--- config.mk ---
export PLATFORM = sky130hd
export DESIGN_NAME = riscv32ima_prefetch
export DESIGN_NICKNAME = d
export VERILOG_FILES = /design/src/rtl/riscv32ima_pkg.sv /design/src/rtl/riscv32ima_ibuf.sv /design/src/rtl/riscv32ima_prefetch.sv
export SDC_FILE = /design/constraint.sdc
export NUM_CORES = 1
export LEC_CHECK = 0
export ABC_AREA = 0
export BUFFER_PORTS_ARGS = -buffer_cell sky130_fd_sc_hd__buf_2
export CAP_MARGIN = 20
export CORE_AREA = 2 2 169 171
export CTS_CLUSTER_SIZE = 28
export DETAILED_ROUTE_END_ITERATION = 10
export DIE_AREA = 0 0 171 173
export PLACE_DENSITY = 0.84
export SLEW_MARGIN = 15
export SYNTH_ARGS = -nofsm -noshare
export SYNTH_HDL_FRONTEND = slang
export SYNTH_SLANG_ARGS = --single-unit
--- constraint.sdc ---
create_clock -name clk -period 17.2 [get_ports clk]
set_clock_uncertainty 0.1 [all_clocks]
set_input_delay 1.72 -clock clk [delete_from_list [all_inputs] [get_ports clk]]
set_output_delay 1.72 -clock clk [all_outputs]
set_load 0.02 [all_outputs]
--- src/rtl/riscv32ima_pkg.sv ---
// Shared definitions for the riscv32ima core: opcodes, default fetch geometry
// and the prefetch queue entry layout.
package riscv32ima_pkg;

    localparam logic [31:0] RESET_PC_DEFAULT   = 32'h1000_0000;
    localparam int          ADDR_WIDTH_DEFAULT = 32;
    localparam int          LINE_WIDTH_DEFAULT = 64;
    localparam int          INSN_WIDTH_DEFAULT = 32;
    localparam int          DEPTH_DEFAULT      = 4;
    localparam int          DEFAULT_WORDS      = LINE_WIDTH_DEFAULT / INSN_WIDTH_DEFAULT;
    localparam int          DEFAULT_LINE_BYTES = LINE_WIDTH_DEFAULT / 8;

    localparam logic [6:0] OPC_LUI    = 7'b0110111;
    localparam logic [6:0] OPC_AUIPC  = 7'b0010111;
    localparam logic [6:0] OPC_JAL    = 7'b1101111;
    localparam logic [6:0] OPC_JALR   = 7'b1100111;
    localparam logic [6:0] OPC_BRANCH = 7'b1100011;
    localparam logic [6:0] OPC_LOAD   = 7'b0000011;
    localparam logic [6:0] OPC_STORE  = 7'b0100011;
    localparam logic [6:0] OPC_OPIMM  = 7'b0010011;
    localparam logic [6:0] OPC_OP     = 7'b0110011;
    localparam logic [6:0] OPC_AMO    = 7'b0101111;
    localparam logic [6:0] OPC_SYSTEM = 7'b1110011;

    // Entry layout for the default 32-bit configuration; the prefetch queue
    // packs {addr, insn} in this order at any width.
    typedef struct packed {
        logic [ADDR_WIDTH_DEFAULT-1:0] addr;
        logic [INSN_WIDTH_DEFAULT-1:0] insn;
    } fetch_entry_t;

    function automatic int words_per_line(input int line_w, input int insn_w);
        return line_w / insn_w;
    endfunction

endpackage

--- src/rtl/riscv32ima_ibuf.sv ---
// Instruction queue: WORDS in-order write ports, one read port, single-cycle flush.
module riscv32ima_ibuf
    import riscv32ima_pkg::*;
#(
    parameter int WIDTH = 64,
    parameter int DEPTH = DEPTH_DEFAULT,
    parameter int WORDS = DEFAULT_WORDS
) (
    input  logic                         clk,
    input  logic                         rst,
    input  logic                         flush_i,
    input  logic [WORDS-1:0]             push_en_i,
    input  logic [WORDS-1:0][WIDTH-1:0]  push_data_i,
    input  logic                         pop_i,
    output logic                         valid_o,
    output logic [WIDTH-1:0]             head_o,
    output logic [$clog2(DEPTH):0]       count_o
);

    localparam int PW = $clog2(DEPTH);

    logic [DEPTH-1:0][WIDTH-1:0] mem_q, mem_d;
    logic [PW-1:0]               rd_q, rd_d, wr_q, wr_d;
    logic [PW:0]                 count_q, count_d;

    // Enabled ports are packed into consecutive slots so a partial line
    // lands without gaps; the producer's credit check keeps this from overflowing.
    always_comb begin
        mem_d   = mem_q;
        rd_d    = rd_q;
        wr_d    = wr_q;
        count_d = count_q;
        if (flush_i) begin
            rd_d    = '0;
            wr_d    = '0;
            count_d = '0;
        end else begin
            for (int k = 0; k < WORDS; k++) begin
                if (push_en_i[k]) begin
                    mem_d[wr_d] = push_data_i[k];
                    wr_d        = wr_d + 1'b1;
                    count_d     = count_d + 1'b1;
                end
            end
            if (pop_i && count_q != '0) begin
                rd_d    = rd_q + 1'b1;
                count_d = count_d - 1'b1;
            end
        end
    end

    always_ff @(posedge clk or posedge rst) begin
        if (rst) begin
            mem_q   <= '0;
            rd_q    <= '0;
            wr_q    <= '0;
            count_q <= '0;
        end else begin
            mem_q   <= mem_d;
            rd_q    <= rd_d;
            wr_q    <= wr_d;
            count_q <= count_d;
        end
    end

    assign valid_o = (count_q != '0);
    assign head_o  = mem_q[rd_q];
    assign count_o = count_q;

endmodule

--- src/rtl/riscv32ima_prefetch.sv ---
// Instruction prefetch: issues line reads ahead of decode, unpacks them into
// a queue and hands out one instruction per handshake; redirects flush everything.
module riscv32ima_prefetch
    import riscv32ima_pkg::*;
#(
    parameter int                    ADDR_WIDTH = ADDR_WIDTH_DEFAULT,
    parameter int                    LINE_WIDTH = LINE_WIDTH_DEFAULT,
    parameter int                    INSN_WIDTH = INSN_WIDTH_DEFAULT,
    parameter int                    DEPTH      = DEPTH_DEFAULT,
    parameter logic [ADDR_WIDTH-1:0] RESET_PC   = ADDR_WIDTH'(RESET_PC_DEFAULT)
) (
    input  logic                  clk,
    input  logic                  rst,
    output logic                  fetch_valid,
    input  logic                  fetch_ready,
    output logic [ADDR_WIDTH-1:0] fetch_address,
    output logic [INSN_WIDTH-1:0] fetch_data,
    input  logic                  wback_pc_wen,
    input  logic [ADDR_WIDTH-1:0] wback_pc,
    output logic                  i_ncs,
    output logic                  i_nwe,
    output logic [ADDR_WIDTH-1:0] i_addr,
    output logic [LINE_WIDTH-1:0] i_wdata,
    output logic [LINE_WIDTH-1:0] i_wmask,
    input  logic [LINE_WIDTH-1:0] i_rdata,
    input  logic                  i_stall
);

    localparam int WORDS      = words_per_line(LINE_WIDTH, INSN_WIDTH);
    localparam int LINE_BYTES = LINE_WIDTH / 8;
    localparam int INSN_BYTES = INSN_WIDTH / 8;
    localparam int OFF_BITS   = $clog2(LINE_BYTES);
    localparam int CW         = $clog2(DEPTH) + 1;
    localparam int DW         = CW + 2;
    localparam int ENTRY_W    = ADDR_WIDTH + INSN_WIDTH;
    localparam logic [ADDR_WIDTH-1:0] LINE_MASK = ADDR_WIDTH'(LINE_BYTES - 1);
    localparam logic [ADDR_WIDTH-1:0] WORD_MASK = ADDR_WIDTH'(3);

    logic [ADDR_WIDTH-1:0]             pc_q, pc_d;
    logic [ADDR_WIDTH-1:0]             inf_addr_q, inf_addr_d;
    logic                              inf_q, inf_d;
    logic [CW-1:0]                     count;
    logic [DW-1:0]                     demand;
    logic                              req, accept, pop, buf_valid;
    logic [ADDR_WIDTH-1:0]             line_base;
    logic [WORDS-1:0]                  push_en;
    logic [WORDS-1:0][ENTRY_W-1:0]     push_data;
    logic [ENTRY_W-1:0]                head;

    // Words already queued plus a line still in flight plus the line we want
    // to request must fit, so a response can always be absorbed whole.
    always_comb begin
        demand = DW'(count) + DW'(WORDS);
        if (inf_q) begin
            demand = demand + DW'(WORDS);
        end
    end

    assign req    = !rst && !wback_pc_wen && (demand <= DW'(DEPTH));
    assign accept = req && !i_stall;
    assign pop    = buf_valid && fetch_ready && !wback_pc_wen;

    always_comb begin
        pc_d       = pc_q;
        inf_d      = 1'b0;
        inf_addr_d = inf_addr_q;
        if (wback_pc_wen) begin
            pc_d = wback_pc & ~WORD_MASK;
        end else if (accept) begin
            inf_d      = 1'b1;
            inf_addr_d = pc_q;
            pc_d       = (pc_q & ~LINE_MASK) + ADDR_WIDTH'(LINE_BYTES);
        end
    end

    always_ff @(posedge clk or posedge rst) begin
        if (rst) begin
            pc_q       <= RESET_PC;
            inf_q      <= 1'b0;
            inf_addr_q <= '0;
        end else begin
            pc_q       <= pc_d;
            inf_q      <= inf_d;
            inf_addr_q <= inf_addr_d;
        end
    end

    // Words ahead of the start offset in the returned line are skipped.
    always_comb begin
        line_base = inf_addr_q & ~LINE_MASK;
        push_en   = '0;
        push_data = '0;
        for (int k = 0; k < WORDS; k++) begin
            push_en[k]   = inf_q && (inf_addr_q[OFF_BITS-1:0] <= OFF_BITS'(k * INSN_BYTES));
            push_data[k] = {line_base + ADDR_WIDTH'(k * INSN_BYTES),
                            i_rdata[k*INSN_WIDTH +: INSN_WIDTH]};
        end
    end

    riscv32ima_ibuf #(
        .WIDTH (ENTRY_W),
        .DEPTH (DEPTH),
        .WORDS (WORDS)
    ) u_ibuf (
        .clk         (clk),
        .rst         (rst),
        .flush_i     (wback_pc_wen),
        .push_en_i   (push_en),
        .push_data_i (push_data),
        .pop_i       (pop),
        .valid_o     (buf_valid),
        .head_o      (head),
        .count_o     (count)
    );

    assign fetch_valid   = buf_valid;
    assign fetch_address = head[ENTRY_W-1:INSN_WIDTH];
    assign fetch_data    = head[INSN_WIDTH-1:0];

    assign i_ncs   = !req;
    assign i_nwe   = 1'b1;
    assign i_addr  = pc_q & ~LINE_MASK;
    assign i_wdata = '0;
    assign i_wmask = '0;

endmodule
== After elaboration in Yosys (flattened, before gate mapping) ==
Cells that the tools add are included.
Widths: inputs -> output; s select.
Word-level totals
  flip-flop bits (word level): 328
  memory bits (writable): 0
  memory bits (read-only): 0
  bits in latches: 0
  input port bits: 101
  memories: 0
  word-level logic and storage cells: 75
  output and inout bits: 227
Operators by class
  eq/ne operators: 0
  bitwise operators: 1
  divide/modulo/power cells: 0
  mux-type cells: 28
  shift operators: 0
  $add $sub $neg: 10
  order comparisons: 8
  reductions and logical operators: 18
  multiply operators: 0
Operator list (count)
  $mux 256: 3
  $bwmux 256: 2
  $demux 64 s2: 2
  $mux 64: 3
  $bmux 64 s2: 1
  $mux 32: 2
  $add 32x3->32 const B: 1
  $add 32x4->32 const B: 1
  $mux 3: 6
  $mux 2: 6
  $logic_and 1x1->1: 10
  $lt 2x3->1 const B: 3
  $add 2x1->2 const B: 3
  $add 3x1->3 const B: 2
  $add 4x2->5 const B: 1
  $le 5x3->1 const B: 1
  $mux 5: 1
  $add 3x2->4 const B: 1
  $ge 2x1->1 const B: 2
  $logic_not 1->1: 4
  $reduce_bool 2->1: 2
  $le 3x1->1 const B: 1
  $le 3x3->1 const B: 1
  $reduce_bool 3->1: 1
  4 further kinds: 5

== Logic depth before layout (Yosys ltp) ==
  depth in word-level cells: 10
  depth in mapped cells: 11

== Modules after synthesis ==
Synthesis repeated with hierarchy kept, for this count alone.
Unflattened totals
  cell total of the unflattened synthesis: 1680
  area, all modules: 18308.8 um^2
Modules (own cells, without submodules)
  riscv32ima_ibuf: times used 1, seq. area each 6581.3 um^2, area an instance 13969.6 um^2, cells each 1159
  riscv32ima_prefetch: times used 1, seq. area each 1527.7 um^2, area an instance 4339.2 um^2, cells each 521

== Worst setup path before layout ==
OpenSTA, ideal clock, no wires.
  path type: input to output
  from: in wback_pc_wen
  to: out i_ncs
  path slack: 12.785 ns
  data required time: 15.380 ns
  buffers on the path: 1
  arrival time: 2.595 ns
  stages on the path: 4
  cell sequence: buf_6 > a2111oi_4 > a31oi_1 > or3_1
Between the ends
  cells in the longest elaborated chain, start to end: 4
Ends and longest elaborated chain
  start, declared: line riscv32ima_prefetch.sv:18  | input logic wback_pc_wen,
  $logic_not 1->1: line riscv32ima_prefetch.sv:59  | assign req = !rst && !wback_pc_wen && (demand <= DW'(DEPTH));
  $logic_and 1x1->1 (2 in a row): line riscv32ima_prefetch.sv:59
  $logic_not 1->1: line riscv32ima_prefetch.sv:120  | assign i_ncs = !req;
  end, declared: line riscv32ima_prefetch.sv:20  | output logic i_ncs,
Every way passes these cells.

== Final worst setup path ==
Ends and elaborated chain as after synthesis.

==> reports/qor.yml <==
outcome:
  outcome: "completed"
floorplanning:
  rows: 61
  die_area_um2: 29600
  coreArea_um2: 27600
  pin_count: 328
  die_y_um: 173
  die_x_um: 171
  start_util_pct: 58.7
sta:
  setup_tns_ps: 0
  tightestPinTransition_ps: 1130
  rsz0062_at_grt: "no"
  post-route-period-util_pct: 30.2
  hold_viol_final: 0
  drv_slew: 0
  setup_ws_ps: 12010
  fin_crit_ps: 5190
  fmax_ghz: 0.193
  report.final.setup_viol: 0
  relSlewSlack_pct: 24.7
critical_path:
  critPathKind: "primary input to output port"
  critPathMaxFanout: 46
  crit_path_cell_trace: "buf_2 > nor2_1 > a31oi_1 > or3_1 > buf_2"
  crit_path_frequent_cell: "buf_2"
  slowest_stage: "buf_2"
  cp.arrival_ps: 3370
  critPathLaunchType: "primary input"
  cp-end-kind: "output port"
  required_ps: 15380
  slowest_delay_ps: 670
synthesis:
  synthTopCellsByArea: "dfrtp_1, mux4_2, buf_4, nand2_1, nor2_1"
  syn_inst: 1673
  async_flop_share_pct: 100
  ys_seq_elements: 324
  synth_cell_type_count: 51
  yosys.area.top_type_share_pct: 49.9
  synth.avg_cell_area_um2: 9.69
  yosysWarnings: 0
  netlist_area_um2: 16200
  synth-seq-area-share_pct: 50.0
  yosysMostFrequentCell: "dfrtp_1"
  synthFlopType: "dfrtp_1"
  yosysTopAreaCell: "dfrtp_1"
  synth_edf_count: 0
  synth_common_cells: "dfrtp_1, nand2_1, nor2_1"
global_route:
  grt_pass1_wl_um: 67300
  grt_antenna_before_repair: 0
  grt_pass1_vias: 12852
  overflow: 0
  grt_usage_pct: 28.5
  grt_start_max_net_pins: 197
cts:
  cts-root-buf: "clkbuf_16"
  cts_tree: "done"
  clkLatencyLatePin_ps: 520
  hold_buffers: 0
  cts_resized: 0
  post-cts-setup-buffers: 0
  clockBufferDepth: 3
  cts-buffers-inserted: 35
  clk_pin_slew_ps: 60
  clock_sinks: 324
  htreeDepth: 2
routing:
  vias: 12959
  ant_nets: 0
  wire_per_inst_um: 19.6
  dr.first_iter.drc_count: 1129
  viasPerCell: 5.94
  first_pass_iters: 7
  routed_wl_um: 42800
  drc_errors: 0
layout:
  antenna-diode-count: 0
  final_area_um2: 17900
  area.growth.synth_to_final_pct: 10.5
  finalNetCount: 1896
  drive_gt1_share_pct: 19.3
hold_path:
  min_path_type: "flip-flop to flip-flop"
pwr:
  leakagePower_nw: 8.57
  power.density_nw_per_um2: 151
  ir_drop_mv: 0.0803
  p_total_mw: 2.70
placed_design:
  place.port_buffers: 193
  place_ws_ps: 12050
  hpwl_um: 25900
  post_dp_cell_area_um2: 16600
  gp_congestion: 0.825
job:
  drv_cap: 0
==> layout make-up <==
type / count / area [um2]
Sequential cell: 324 / 8110
Clock inverter: 6 / 95.1
Fill cell: 2195 / 9710
Inverter: 19 / 78.8
Multi-Input combinational cell: 1189 / 6910
Tap cell: 378 / 473
Timing Repair Buffer: 211 / 1160
Clock buffer: 55 / 1090
==> kinds of logic after synthesis <==
kind of cell	share of synthesized area [%]
mux	9.15
other cells	0.0463
simple gates	16.4
compound gates	12.0
buf+inv	10.6
flops	50.0
xor+xnor	0.594
fa+ha+maj	1.16
==> power breakdown <==
part | switching, mW | leakage (nW) | internal [mW] | total (mW)
Combinational | 0.476 | 3.74 | 0.336 | 0.812
Sequential | 0.144 | 4.25 | 0.971 | 1.12
Clock | 0.308 | 0.584 | 0.468 | 0.776
Total | 0.928 | 8.57 | 1.77 | 2.70
==> sequential cells by signal (all words and copies together) (netlist names) <==
register,count
u_ibuf.rd_q,2
inf_q,1
u_ibuf.mem_q,256
pc_q,30
u_ibuf.count_o,3
u_ibuf.wr_q,2
inf_addr_q,30
==> cell usage in the layout (no fill, tap or decap), types with 3 or more instances in the layout <==
master	netlist	routed
a211o_1	3	3
a21boi_0	7	7
a21o_1	5	5
a221o_1	10	10
and2_1	16	12
and2_2	0	4
and3_1	7	7
and4_1	3	3
buf_2	8	193
buf_4	161	12
buf_8	0	3
clkbuf_1	93	8
clkbuf_16	0	37
clkbuf_8	0	10
conb_1	2	132
dfrtp_1	323	321
ha_1	15	15
inv_1	18	17
mux4_2	64	64
nand2_1	274	270
nand2_2	0	4
nand2b_1	3	3
nand3_1	18	18
nand3b_1	4	4
nand4_1	8	8
nor2_1	267	267
nor2b_1	4	4
nor3_1	10	10
nor3b_1	3	3
nor4_1	8	8
o211ai_1	7	7
o21ai_0	145	145
o22ai_1	128	128
o31a_1	3	3
o31ai_1	3	3
or3_1	5	5
or4_1	8	8
xnor2_1	8	8
xor2_1	3	3
==> layer usage <==
metal	track usage [%]	wire length [um]
met2	48.4	21500
met1	37.0	16400
met4	9.78	1060
met5	0	0
met3	5.06	3820
==> through the flow <==
| step | hold WS [ps] | std cells | utilization [%] |
|---|---|---|---|
| 6_report | 376 | 2182 | 64.9 |
| 2_1_floorplan | 340 | 1803 | - |
| 4_1_cts | 379 | 2177 | 64.6 |
| 3_3_place_gp | 357 | 2116 | 60.3 |
| 5_1_grt | 397 | 2182 | 64.9 |
| 3_5_place_dp | 364 | 2116 | 60.3 |
==> worst paths after layout <==
kind / start / to / slack [ps] / cells past startpoint
worst max register to register: u_ibuf.count_o[1] / pc_q[9] / 13620 / 9
max in group asynchronous: rst / u_ibuf.mem_q[103] / 14140 / 3
worst min register to register: u_ibuf.mem_q[232] / u_ibuf.mem_q[232] / 380 / 2
worst max-delay path: wback_pc_wen / i_ncs / 12010 / 5
worst min-delay path: u_ibuf.mem_q[232] / u_ibuf.mem_q[232] / 380 / 2
min in group asynchronous: rst / pc_q[30] / 1330 / 2
==> worst max-delay path: cells and delay by family <==
| kind | cells | cell delay, ps |
|---|---|---|
| AND/OR/NAND/NOR | 2 | 350 |
| AO/OA/AOI/OAI | 1 | 420 |
| buffers and inverters | 2 | 860 |
Power figures use the tool's default switching activity.
